### config.mk
export PLATFORM = sky130hd
export DESIGN_NAME = bitcol_scheduler_16
export DESIGN_NICKNAME = d
export VERILOG_FILES = /design/src/rtl/bitsim_pkg.sv /design/src/rtl/bit_compactor_16to8.sv /design/src/rtl/bitcol_scheduler_16.sv
export SDC_FILE = /design/constraint.sdc
export NUM_CORES = 1
export LEC_CHECK = 0
export CAP_MARGIN = 25
export CORE_MARGIN = 5
export CORE_UTILIZATION = 41
export CTS_CLUSTER_SIZE = 10
export DETAILED_ROUTE_END_ITERATION = 16
export HOLD_SLACK_MARGIN = 0.02
export PLACE_DENSITY = 0.66
export RECOVER_POWER = 50
export SLEW_MARGIN = 20
export SYNTH_ARGS = -nofsm -noshare
export SYNTH_HDL_FRONTEND = slang
export SYNTH_SLANG_ARGS = --single-unit
### constraint.sdc
create_clock -name clk -period 23.5 [get_ports clk]
set_clock_uncertainty 0.2 [all_clocks]
set_input_delay 5.875 -clock clk [delete_from_list [all_inputs] [get_ports clk]]
set_output_delay 5.875 -clock clk [all_outputs]
set_load 0.02 [all_outputs]
### src/rtl/bitsim_pkg.sv
// ---------------------------------------------------------------------------
// bitsim_pkg
// Shared definitions for the bit-column scheduler slice.
//   PAD_SEL        select code that the downstream 17:1 mux resolves to zero
//   state_t        scheduler FSM states (IDLE, CLR, RUN, DONE)
//   colDecision_t  everything decided about one weight bit-column: the packed
//                  select list, the sum/skip mode, the column index, MSB flag
//   lowestSet()    priority search returning {found, index} of the lowest set
//                  bit of a column mask
// No ports (package).
// ---------------------------------------------------------------------------
package bitsim_pkg;

    localparam int NUM_LANES = 16;
    localparam int NUM_SLOTS = 8;
    localparam int NUM_COLS  = 8;
    localparam int SEL_W     = 5;
    localparam int COL_W     = 3;

    localparam logic [SEL_W-1:0] PAD_SEL = 5'd16;

    typedef enum logic [1:0] {
        IDLE,
        CLR,
        RUN,
        DONE
    } state_t;

    typedef struct packed {
        logic [NUM_SLOTS-1:0][SEL_W-1:0] sel;
        logic                            skip;
        logic [COL_W-1:0]                idx;
        logic                            msb;
    } colDecision_t;

    localparam colDecision_t DEC_RESET = '{
        sel:  {NUM_SLOTS{PAD_SEL}},
        skip: 1'b1,
        idx:  '0,
        msb:  1'b0
    };

    // Lowest set bit wins; the MSB of the result says whether any bit was set.
    function automatic logic [COL_W:0] lowestSet(input logic [NUM_COLS-1:0] mask);
        logic [COL_W:0] result;
        result = '0;
        for (int i = NUM_COLS - 1; i >= 0; i--) begin
            if (mask[i]) begin
                result = {1'b1, COL_W'(i)};
            end
        end
        return result;
    endfunction

endpackage

### src/rtl/bit_compactor_16to8.sv
// ---------------------------------------------------------------------------
// bit_compactor_16to8
// Combinational column compactor. Counts the set bits of one weight
// bit-column and picks the cheaper lane list for the MAC: the lanes whose bit
// is 1 when at most half are set (skip mode), otherwise the lanes whose bit is
// 0 (diff mode, the MAC subtracts them from the activation sum). Chosen lane
// indices are packed ascending into 8 slots, unused slots carry PAD_SEL.
// Ports:
//   laneMask_i  lanes taking part in the decision (all ones in normal use)
//   colBits_i   bit c of every lane's weight
//   popCount_o  number of enabled lanes whose bit is 1
//   skip_o      1: slots list the 1-lanes, 0: slots list the 0-lanes
//   sel_o       8 packed select codes, slot 0 in the low bits
// ---------------------------------------------------------------------------
module bit_compactor_16to8
    import bitsim_pkg::*;
(
    input  logic [NUM_LANES-1:0]            laneMask_i,
    input  logic [NUM_LANES-1:0]            colBits_i,
    output logic [SEL_W-1:0]                popCount_o,
    output logic                            skip_o,
    output logic [NUM_SLOTS-1:0][SEL_W-1:0] sel_o
);

    logic [NUM_LANES-1:0] ones;
    logic [NUM_LANES-1:0] chosen;
    logic [SEL_W-1:0]     slot;

    // Popcount, mode choice and ascending packing. With more than half the
    // lanes set at most 7 zero lanes remain, so the list always fits 8 slots;
    // the slot bound only keeps the indexing safe.
    always_comb begin
        ones       = colBits_i & laneMask_i;
        popCount_o = '0;
        for (int i = 0; i < NUM_LANES; i++) begin
            popCount_o = popCount_o + {{(SEL_W-1){1'b0}}, ones[i]};
        end
        skip_o = (popCount_o <= SEL_W'(NUM_SLOTS));
        chosen = skip_o ? ones : (~colBits_i & laneMask_i);
        sel_o  = {NUM_SLOTS{PAD_SEL}};
        slot   = '0;
        for (int i = 0; i < NUM_LANES; i++) begin
            if (chosen[i] && (slot < SEL_W'(NUM_SLOTS))) begin
                sel_o[slot[$clog2(NUM_SLOTS)-1:0]] = SEL_W'(i);
                slot = slot + SEL_W'(1);
            end
        end
    end

endmodule

### src/rtl/bitcol_scheduler_16.sv
// ---------------------------------------------------------------------------
// bitcol_scheduler_16
// Control stage in front of the 16-lane bit-column MAC. Latches one signed
// weight vector and its activation vector, then walks the weight bit-columns
// LSB to MSB. act_sel for a column is presented one cycle before that
// column's controls, matching the select register inside the MAC.
// Optional build macro: ZERO_COL_SKIP_EN - columns with no set bit are never
// issued; the walk jumps to the next nonzero column.
// Ports:
//   clk, reset      clock, synchronous active-high reset
//   in_valid/ready  vector handshake, ready only in IDLE
//   weight, act_in  16 x 8-bit signed weights / activations
//   act, sum_act    latched activations and their signed sum
//   act_sel         8 compacted select codes (PAD_SEL = unused slot)
//   column_idx      column the MAC is processing this cycle
//   is_msb          that column is the sign column
//   is_skip_zero    1: selected lanes carry weight 1, 0: they carry weight 0
//   mac_en          MAC accumulate enable
//   mac_clr         one-cycle accumulator clear
//   done            one-cycle pulse, MAC result final in this cycle
// ---------------------------------------------------------------------------
module bitcol_scheduler_16
    import bitsim_pkg::*;
#(
    parameter int DATA_WIDTH    = 8,
    parameter int VEC_LENGTH    = 16,
    parameter int MUX_SEL_WIDTH = $clog2(VEC_LENGTH) + 1,
    parameter int SUM_ACT_WIDTH = $clog2(VEC_LENGTH) + DATA_WIDTH
)
(
    input  logic                                         clk,
    input  logic                                         reset,
    input  logic                                         in_valid,
    output logic                                         in_ready,
    input  logic [VEC_LENGTH-1:0][DATA_WIDTH-1:0]        weight,
    input  logic [VEC_LENGTH-1:0][DATA_WIDTH-1:0]        act_in,
    output logic [VEC_LENGTH-1:0][DATA_WIDTH-1:0]        act,
    output logic [SUM_ACT_WIDTH-1:0]                     sum_act,
    output logic [VEC_LENGTH/2-1:0][MUX_SEL_WIDTH-1:0]   act_sel,
    output logic [2:0]                                   column_idx,
    output logic                                         is_msb,
    output logic                                         is_skip_zero,
    output logic                                         mac_en,
    output logic                                         mac_clr,
    output logic                                         done
);

    state_t                                  state_q;
    logic [VEC_LENGTH-1:0][DATA_WIDTH-1:0]   weight_q;
    logic [VEC_LENGTH-1:0][DATA_WIDTH-1:0]   act_q;
    logic [SUM_ACT_WIDTH-1:0]                sumAct_q;
    logic [SUM_ACT_WIDTH-1:0]                sumAct_d;
    logic [NUM_COLS-1:0]                     remMask_q;
    logic [NUM_COLS-1:0]                     remMask_d;
    colDecision_t                            dec_q;
    colDecision_t                            dec_d;
    logic                                    decValid_q;
    logic                                    decFound_d;
    logic [2:0]                              colIdx_q;
    logic                                    isMsb_q;
    logic                                    isSkip_q;
    logic                                    macEn_q;
    logic                                    macClr_q;
    logic                                    done_q;

    logic [VEC_LENGTH-1:0][DATA_WIDTH-1:0]   srcWeight;
    logic [NUM_COLS-1:0]                     initMask;
    logic [NUM_COLS-1:0]                     curMask;
    logic [COL_W:0]                          pick;
    logic [NUM_LANES-1:0]                    colBits;
    logic [NUM_SLOTS-1:0][SEL_W-1:0]         cmpSel;
    logic                                    cmpSkip;
    logic [SEL_W-1:0]                        unusedPop;

    assign in_ready = (state_q == IDLE) && !reset;

    // Column selection. In IDLE the first decision is taken straight from the
    // incoming weights so that act_sel for the first column is already valid
    // in the CLR cycle; afterwards the latched weights and the mask of
    // columns still to issue drive the search.
    always_comb begin
        srcWeight = (state_q == IDLE) ? weight : weight_q;
`ifdef ZERO_COL_SKIP_EN
        initMask = '0;
        for (int c = 0; c < NUM_COLS; c++) begin
            for (int i = 0; i < NUM_LANES; i++) begin
                initMask[c] = initMask[c] | weight[i][c];
            end
        end
`else
        initMask = '1;
`endif
        curMask = (state_q == IDLE) ? initMask : remMask_q;
        pick    = lowestSet(curMask);
        for (int i = 0; i < NUM_LANES; i++) begin
            colBits[i] = srcWeight[i][pick[COL_W-1:0]];
        end
    end

    bit_compactor_16to8 u_compactor (
        .laneMask_i (16'hFFFF),
        .colBits_i  (colBits),
        .popCount_o (unusedPop),
        .skip_o     (cmpSkip),
        .sel_o      (cmpSel)
    );

    // Next pending decision. When no column is left the select list goes to
    // all PAD so the MAC select register sees zeros after the last column.
    always_comb begin
        decFound_d  = pick[COL_W];
        dec_d.sel   = decFound_d ? cmpSel : {NUM_SLOTS{PAD_SEL}};
        dec_d.skip  = cmpSkip;
        dec_d.idx   = pick[COL_W-1:0];
        dec_d.msb   = (pick[COL_W-1:0] == COL_W'(NUM_COLS - 1));
        remMask_d   = curMask & ~(NUM_COLS'(1) << pick[COL_W-1:0]);
    end

    // Full-width signed sum of the incoming activations.
    always_comb begin
        sumAct_d = '0;
        for (int i = 0; i < VEC_LENGTH; i++) begin
            sumAct_d = sumAct_d
                     + {{(SUM_ACT_WIDTH-DATA_WIDTH){act_in[i][DATA_WIDTH-1]}}, act_in[i]};
        end
    end

    // Scheduler FSM. dec_q is the decision currently shown on act_sel; on the
    // next edge its mode/index/msb move into the control registers while the
    // following decision takes its place. CLR and RUN share that step: once no
    // valid decision is pending the walk is over and DONE follows.
    always_ff @(posedge clk) begin
        if (reset) begin
            state_q    <= IDLE;
            weight_q   <= '0;
            act_q      <= '0;
            sumAct_q   <= '0;
            remMask_q  <= '0;
            dec_q      <= DEC_RESET;
            decValid_q <= 1'b0;
            colIdx_q   <= '0;
            isMsb_q    <= 1'b0;
            isSkip_q   <= 1'b1;
            macEn_q    <= 1'b0;
            macClr_q   <= 1'b0;
            done_q     <= 1'b0;
        end else begin
            case (state_q)
                IDLE: begin
                    if (in_valid && in_ready) begin
                        weight_q   <= weight;
                        act_q      <= act_in;
                        sumAct_q   <= sumAct_d;
                        dec_q      <= dec_d;
                        decValid_q <= decFound_d;
                        remMask_q  <= remMask_d;
                        macClr_q   <= 1'b1;
                        state_q    <= CLR;
                    end
                end
                CLR, RUN: begin
                    macClr_q <= 1'b0;
                    if (decValid_q) begin
                        colIdx_q   <= dec_q.idx;
                        isSkip_q   <= dec_q.skip;
                        isMsb_q    <= dec_q.msb;
                        macEn_q    <= 1'b1;
                        dec_q      <= dec_d;
                        decValid_q <= decFound_d;
                        remMask_q  <= remMask_d;
                        state_q    <= RUN;
                    end else begin
                        macEn_q <= 1'b0;
                        done_q  <= 1'b1;
                        state_q <= DONE;
                    end
                end
                DONE: begin
                    done_q  <= 1'b0;
                    state_q <= IDLE;
                end
                default: begin
                    state_q <= IDLE;
                end
            endcase
        end
    end

    assign act          = act_q;
    assign sum_act      = sumAct_q;
    assign act_sel      = dec_q.sel;
    assign column_idx   = colIdx_q;
    assign is_msb       = isMsb_q;
    assign is_skip_zero = isSkip_q;
    assign mac_en       = macEn_q;
    assign mac_clr      = macClr_q;
    assign done         = done_q;

endmodule

==> results list <==
- Result of the run: finished, violations left
- The final reports fail on max-capacitance violations, max-slew violations.
- Antenna violations before repair: 15
- For this run, the total global-route usage over all layers was measured as 26.9%.
- For the pin with the worst max-slew slack, the measured transition is 10.29 ns.
- Type of element launching the critical path: primary input
- At the end of routability-driven placement, the weighted congestion stood at 0.958.
- Peak per-stage delay on the critical path: 0.67 ns
* Most common cell after layout, fill and taps aside: nand2_1
- Summed instance area of the synthesized netlist: 0.0221 mm²
* Top-area cell type share of the netlist area: 30.0%
- Overall die height: 242 µm
- Tracing the worst setup path back leads to its startpoint at weight[8].
* Skew-Pair Late Insertion Delay: 0.56 ns
- Measured along the x axis, the die boundary spans 242 µm.
- Netlist cell types: 105
- CTS saw 332 sinks.
* Cell Rows: 85
- After the last flow step, the layout net total stands at 3397.
- Counting flops with a built-in enable in the synthesized netlist gives 0.
- Broken down by cell family, the worst path's largest delay share belongs to adder cells.
- Leaving out fill and tap cells, the most frequent cells in the layout are 599 x nand2_1, 332 x dfxtp_1, 267 x nand3b_1.
- Ranked by total cell area, the synthesized netlist is headed by dfxtp_1 30%, fa_1 12%, nand2_1 10%.
* Number of failing hold endpoints at the final stage: 0
- Post-CTS Setup Repair Bufs: 0
- Max FO, Critical Path: 11
* IO buf count: 447
- The most numerous cell type found on the critical path is ha_1.
- 448 I/O pins were placed.
- Period utilisation layout: 94.9%
- Worst reg2reg startpoint: state_q[1]
- Summed over all layers, the routed wires come to 82.1 mm.
- TritonCTS created 42 clock buffers.
- Setup repair after global routing missed its margin: false
* Syn nets: 3074
- For this configuration, the core starts out at a cell density of 41.3%.
- Data on the critical path arrives at its endpoint at 22.55 ns.
- Area growth from synthesis to layout: 26.7%
- First-pass GRT wire length: 125 mm
- The die covers 0.0587 mm².
* Cell type contributing the most total cell area after synthesis: dfxtp_1
- The worst setup path is captured at a flip-flop.
- Proportion of layout cells with a drive suffix above 1: 5.45%
* Achievable Freq: 44.8 MHz
* Setup Crit Path Kind: primary input to flip-flop
- Residual antenna-violating net count after detailed routing: 0
* Post-synthesis sequential area ratio: 30.0%
* Max H-tree Level: 2
- The layout has 5021 filler cells.
- Count of final max-slew check failures: 588
- Maximum capacitance violations: 6
- For this design, the slowest cell found on the critical path is or4b_2.
- CTS resizes: 0
* Via density per instance: 5.48
- In the final routed layout, each cell accounts on average for 22.2 µm.
- Headroom to the max-slew limit came out at -586%.
* Largest net degree at the start of global routing: 224
- Worst path required time: 23.74 ns
- CTS tree: built
* Most used flip-flop cell after synthesis: dfxtp_1
- The wire-length estimate of the detail-placed layout is 62.4 mm.
* DRC violation total after the first TritonRoute iteration: 1714
- For this run the aggregate overflow at the end of global routing stands at 0.
* Syn Area/Cell: 8.36 µm²
- Synthesized flop and latch total: 332
* Setup_tns: 0 ns
- Warning count from the yosys run: 0
- Count of hold-fix buffers inserted at cts: 0
* Worst hold start: act_sel[28]
* Share of synthesized registers carrying an async set or reset: 0%
- Post-layout minimum cycle time: 22.31 ns
- Remaining routing DRC violations: 0
- The first TritonRoute pass finished after 5 iterations.
- The worst hold path belongs to the class flip-flop to flip-flop.
- The number of buffers and inverters on the critical path is 11.
* Number of global-route vias before repair: 20600
- Cell chosen for the clock root: clkbuf_16
* Via count of the routed design: 20200
* Final setup viols: 0
- Gate count of the mapped netlist: 2648
- Core area: 0.0536 mm²
- Clock-pin slew was measured on the worst setup and hold paths at 0.05 ns.
- Clock Tree Buf Depth: 3
-- kinds of logic after synthesis --
family	Yosys count	share of synthesized area [%]
buffers and inverters	369	7.15
other	2	0.0339
DFF	332	30.0
xor gates and xnor gates	55	3.31
muxes	109	5.08
adders and majority gates	168	13.9
AOI/OAI and AO/OA	431	13.8
and+or+nand+nor	1182	26.7
-- flip-flops by register name, indices dropped and copies added (netlist names) --
register,cells
act,128
weight_q,128
act_sel,40
sum_act,12
remMask_q,8
dec_q,5
column_idx,3
state_q,2
decValid_q,1
done,1
is_msb,1
is_skip_zero,1
mac_clr,1
mac_en,1
-- area by class of cell --
cell class | instances | area [µm²] | area share [%]
multi-input combinational | 1947 | 14000 | 49.8
sequential | 332 | 6650 | 23.7
timing repair buffer | 469 | 4630 | 16.5
clock buffer | 55 | 1180 | 4.21
tap | 696 | 871 | 3.11
inverter | 179 | 672 | 2.40
clock inverter | 7 | 63.8 | 0.228
antenna | 7 | 17.5 | 0.0625
-- worst paths after layout --
path,to,slack (ns),cells past startpoint
hold reg to reg,act_sel[28],0.24,2
hold / removal,act_sel[28],0.24,2
setup / recovery,act_sel[30],1.19,59
setup reg to reg,act_sel[30],5.31,61
-- metal layers --
| layer | up-vias | global-route usage (%) | share of wire [%] |
|---|---|---|---|
| li1 | 9577 | - | - |
| met1 | 9808 | 33.1 | 40 |
| met2 | 687 | 45.6 | 48 |
| met3 | 143 | 7.68 | 7.9 |
| met4 | 14 | 8.91 | 3.6 |
| met5 | - | 0 | 0.12 |
-- worst register-to-register path: cells and delay by family, from the launching register on --
kind,cells,cell delay [ns]
mux,3,1.01
compound gates,17,4.38
flops,1,0.36
simple gates,11,3.49
buf+inv,11,1.50
fa+ha+maj,18,6.68
xor+xnor,1,0.43
-- synthesized netlist by cell type (21+ instances only) --
cell type and number:
a211oi_1 21, a21oi_1 97, and2_1 24, buf_4 46, clkbuf_1 119, dfxtp_1 332
fa_1 130, ha_1 37, inv_1 172, mux2i_1 89, nand2_1 600, nand3_1 43
nand3b_1 267, nor2_1 119, nor3_1 32, o21ai_0 95, xnor2_1 33
-- per-stage QoR --
step / area, µm² / hold WS (ns) / setup slack, ns / std cells / utilization, %
2_1_floorplan: 22100 / 0.223 / 2.60 / 2648 / -
3_3_place_gp: 26800 / 0.239 / 1.33 / 3623 / 50.0
3_5_place_dp: 26800 / 0.240 / 0.904 / 3623 / 50.0
4_1_cts: 28100 / 0.248 / 1.43 / 3685 / 52.3
5_1_grt: 28000 / 0.280 / 0.112 / 3689 / 52.3
6_report: 28000 / 0.238 / 1.19 / 3692 / 52.3
Power is not shown: default switching activity piles up to over one toggle a cycle in this logic, so the estimate is an artifact.
